==> src/rtl/stage_sequencer.sv <==
// Multicycle stage-strobe sequencer: one-hot load strobes per stage after an
// instruction fetch, with an optional data-memory wait, stall/flush and timeout.
module stage_sequencer #(
  parameter int unsigned NUM_STAGES = 4,
  parameter int unsigned MEM_STAGE  = 2,
  parameter int unsigned TIMEOUT    = 255,
  parameter int unsigned CNT_W      = 32
) (
  input  logic                          clk,
  input  logic                          rst,
  input  logic                          inst_resp,
  input  logic                          data_resp,
  input  logic                          data_read,
  input  logic                          data_write,
  input  logic                          stall,
  input  logic                          flush,
  output logic [NUM_STAGES-1:0]         load_stage,
  output logic [$clog2(NUM_STAGES)-1:0] stage_idx,
  output logic                          busy,
  output logic                          mem_wait,
  output logic                          mem_timeout,
  output logic [CNT_W-1:0]              retired
);

  localparam int unsigned IW = $clog2(NUM_STAGES);
  localparam int unsigned WW = (TIMEOUT > 1) ? $clog2(TIMEOUT) : 1;
  localparam logic [IW-1:0] LAST_IDX  = IW'(NUM_STAGES - 1);
  localparam logic [IW-1:0] MEM_IDX   = IW'(MEM_STAGE);
  localparam logic [IW-1:0] AFTER_MEM = IW'(MEM_STAGE + 1);
  localparam logic [WW-1:0] WAIT_LAST = WW'(TIMEOUT - 1);
  localparam logic [NUM_STAGES-1:0] ONE = NUM_STAGES'(1);

  typedef enum logic [1:0] {IDLE, RUN, MEM_WAIT} state_t;

  state_t        state;
  logic [IW-1:0] cur;
  logic [WW-1:0] wait_cnt;
  logic          mem_req;

  assign mem_req = data_read | data_write;

  always_ff @(posedge clk) begin
    if (rst) begin
      state       <= IDLE;
      cur         <= '0;
      wait_cnt    <= '0;
      mem_timeout <= 1'b0;
      retired     <= '0;
    end else if (flush) begin
      state       <= IDLE;
      cur         <= '0;
      wait_cnt    <= '0;
      mem_timeout <= 1'b0;
    end else begin
      case (state)
        IDLE: begin
          if (!stall && inst_resp) begin
            state <= RUN;
            cur   <= '0;
          end
        end
        RUN: begin
          if (!stall) begin
            if (cur == LAST_IDX) begin
              retired <= retired + CNT_W'(1);
              cur     <= '0;
              // back-to-back: a fetch response on the last strobe restarts at once
              if (!inst_resp) state <= IDLE;
            end else if (cur == MEM_IDX && mem_req && !data_resp) begin
              state    <= MEM_WAIT;
              wait_cnt <= '0;
            end else begin
              cur <= cur + IW'(1);
            end
          end
        end
        MEM_WAIT: begin
          // stall is deliberately ignored here so the timeout keeps running
          if (data_resp) begin
            state <= RUN;
            cur   <= AFTER_MEM;
          end else if (TIMEOUT != 0 && wait_cnt == WAIT_LAST) begin
            state       <= IDLE;
            cur         <= '0;
            wait_cnt    <= '0;
            mem_timeout <= 1'b1;
          end else begin
            wait_cnt <= wait_cnt + WW'(1);
          end
        end
        default: begin
          state <= IDLE;
          cur   <= '0;
        end
      endcase
    end
  end

  always_comb begin
    load_stage = '0;
    if (state == RUN && !stall) load_stage = ONE << cur;
  end

  assign stage_idx = cur;
  assign busy      = (state != IDLE);
  assign mem_wait  = (state == MEM_WAIT);

endmodule

==> config.mk <==
export PLATFORM = sky130hd
export DESIGN_NAME = stage_sequencer
export DESIGN_NICKNAME = d
export VERILOG_FILES = /design/src/rtl/stage_sequencer.sv
export SDC_FILE = /design/constraint.sdc
export NUM_CORES = 1
export LEC_CHECK = 0
export BUFFER_PORTS_ARGS = -buffer_cell sky130_fd_sc_hd__clkbuf_2
export CAP_MARGIN = 20
export CORE_MARGIN = 3
export CORE_UTILIZATION = 25
export CTS_BUF_LIST = sky130_fd_sc_hd__clkbuf_16
export DETAILED_ROUTE_END_ITERATION = 6
export PLACE_DENSITY_LB_ADDON = 0.05
export RECOVER_POWER = 50
export SLEW_MARGIN = 20
export SYNTH_ARGS = -nofsm -noshare
export SYNTH_HDL_FRONTEND = slang
export SYNTH_SLANG_ARGS = --single-unit
==> constraint.sdc <==
create_clock -name clk -period 2.05 [get_ports clk]
set_input_delay 0.41 -clock clk [delete_from_list [all_inputs] [get_ports clk]]
set_output_delay 0.41 -clock clk [all_outputs]
set_load 0.01 [all_outputs]
==> impl_results.md <==
- Maximum resistive drop on vdd: 350 µV
- Num CTS Buffers: 5
- Initial Util: 26.4%
- Routed Antenna Nets: 0
- Number of synthesized flops with an enable pin: 0
- Post-synth ARST share: 0%
- N_diodes: 0
- Global-route wire length before repair: 9.78 mm
- DR pass1 iterations: 4
- Most frequent cells in the layout: nor2_1, dfxtp_1, clkbuf_1, xor2_1
- Slew margin rel.: 69.9%
- GPL Wtd Cong: 0.759
- FF-to-FF Start: stage_idx[0]$_SDFFE_PP0P_
- DR DRC count: 0
- Critical Path RT: 2.26 ns
- CTS root buffer: clkbuf_16
- FF+latch count, synth: 45
- Number of antenna violations at the first check in global routing: 0
- Layout Skew: 0.00851 ns
- Grt total ovfl: 0
- I/O Pins: 49
- Critical Path Source: stage_idx[0]$_SDFFE_PP0P_
- Die Footprint: 10600 µm²
- DIE HEIGHT: 103 µm
- CP Launch Type: flip-flop
- Leak: 0.00112 µW
- Ys Warns: 0
- # Max-Cap Violations: 0
- Synth area leaders: dfxtp_1, xor2_1, nor2_1
- Fin nets: 360
- Top FF cell, synth: dfxtp_1
- Worst hold slack: 0.479 ns
- CP Class: reg2reg
- Period utilization: 97.9%
- Area leader, netlist: dfxtp_1
- Power after layout: 1840 µW
- Final max-slew violation count: 0
- Clk buf depth: 2
- CTS tree: built
- Critical Path AT: 2.22 ns
- Register area share after synthesis: 38.3%
- Vias in the first global route: 1980
- Layout Area Growth over Synthesis: 25.0%
- H-tree Lvls: 2
- Total Routing Usage GR: 11.5%
- Net Count, Synth: 297
- Fin cells: 450
- Placed instance count: 442
- Peak Freq: 0.498 GHz
- Crit path max fanout: 5
- Mapped Avg Cell Area: 8.47 µm²
- Commonest non-fill, non-tap cell in the layout: nor2_1
- Status: complete, no violations
- Yosys top cell area share: 38.3%
- Gate Count Post-Synth: 278
- CP Capture Type: flip-flop
- Hold-fix buffers, CTS: 0
- Starting DRT DRC Count: 48
- RSZ-0062 raised after global routing: yes
- Worst slew pin tran: 0.448 ns
- Final setup fails: 0
- Final hold vios: 0
- HP Class: in2reg
- DP HPWL: 4.40 mm
- Mapped cell area: 2350 µm²
- Pin count of the biggest net entering global routing: 34
- Rows: 34
- Via/cell ratio: 4.56
- Core Area: 8930 µm²
- Layout cells sized above 1: 14.3%
- WL final: 5.74 mm
- Die width: 103 µm
- Crit path time final: 2.01 ns
- Worst-Skew Late Latency: 0.28 ns
- Hold path startpoint: rst
- Final core utilization: 33.0%
- Vias: 2052
- # clock sinks: 45
- Total power per unit cell area: 626 nW/µm²
- Synth cell types: 40
- Clock-pin slew on the worst setup and hold paths: 0.06 ns
- I/O Buffers: 48
- DR WL/cell: 12.8 µm
[path summary, 6_finish.rpt]
path                              endpoint  slack, ns  depth (start not counted)
hold / removal       state[0]$_SDFFE_PP0P_       0.48                          4
setup reg to reg  wait_cnt[4]$_SDFFE_PP0P_       0.04                          7
setup / recovery  wait_cnt[4]$_SDFFE_PP0P_       0.04                          7
hold reg to reg   mem_timeout$_SDFFE_PP0P_       0.49                          2
[per-stage QoR]
step	TNS [ns]	cell area, µm²	worst slack [ns]
finish	0	2940	0.0425
floorplan	0	2350	0.0755
detailed placement	0	2810	0.00117
global route	-0.241	2940	-0.0592
CTS	0	2970	0.00535
global placement	-0.00629	2810	-0.00629
[critical path, stage by stage (launching register included)]
cell,delay (ns)
dfxtp_1,0.37
inv_2,0.10
ha_2,0.21
nand2b_4,0.07
o41ai_4,0.36
nand3_1,0.16
or4b_1,0.51
a21oi_1,0.14
[final cells by class]
type                            count  area [µm²]
Clock buffer                        5         125
Sequential cell                    45         902
Tap cell                          108         135
Fill cell                         989        5990
Timing Repair Buffer               63         307
Multi-Input combinational cell    213        1390
Clock inverter                      3        37.5
Inverter                           13        48.8
[power breakdown]
part           total [µW]  internal, µW  switching [µW]  leakage (µW)
logic                75.7          29.7            46.0      0.000672
clock network         889           567             323     0.0000826
registers             877           876            1.64      0.000363
[cells by family after synthesis]
logic type      after synthesis  synth area share [%]
flops                        45                  38.3
buf+inv                      20                  3.51
simple gates                148                  33.1
fa+ha+maj                    11                  5.84
mux                           2                 0.903
xor+xnor                     36                  13.4
compound gates               16                  4.99
[registers in the layout (all words and copies together) (netlist names)]
| register | cells |
|---|---|
| retired | 32 |
| state | 2 |
| wait_cnt | 8 |
| stage_idx | 2 |
| mem_timeout | 1 |
[timing repair]
action                                  4_1_cts  5_1_grt
endpoints found under the setup margin        1       27
gates resized for setup                       1        7
buffers inserted                              0        0
[cell usage after synthesis, drive strengths merged (2+ instances only)]
cell,instances
nand4,21
a21oi,7
xnor2,8
inv,13
nand3,19
nor2,50
nand2b,3
ha,11
nand2,22
nor4,5
xor2,28
nor3,6
clkbuf,6
dfxtp,45
and4,2
o21ai,4
and3,4
and2,5
nor2b,3
[routing by layer]
metal	part of all wire, %	GRT usage (%)	vias to the layer above
met5	0	0	-
met4	0.63	3.29	0
met3	4.1	2.84	2
met2	49	19.3	28
met1	47	14.7	949
li1	-	-	1073
Note: power is estimated with default switching activity, not from simulation.
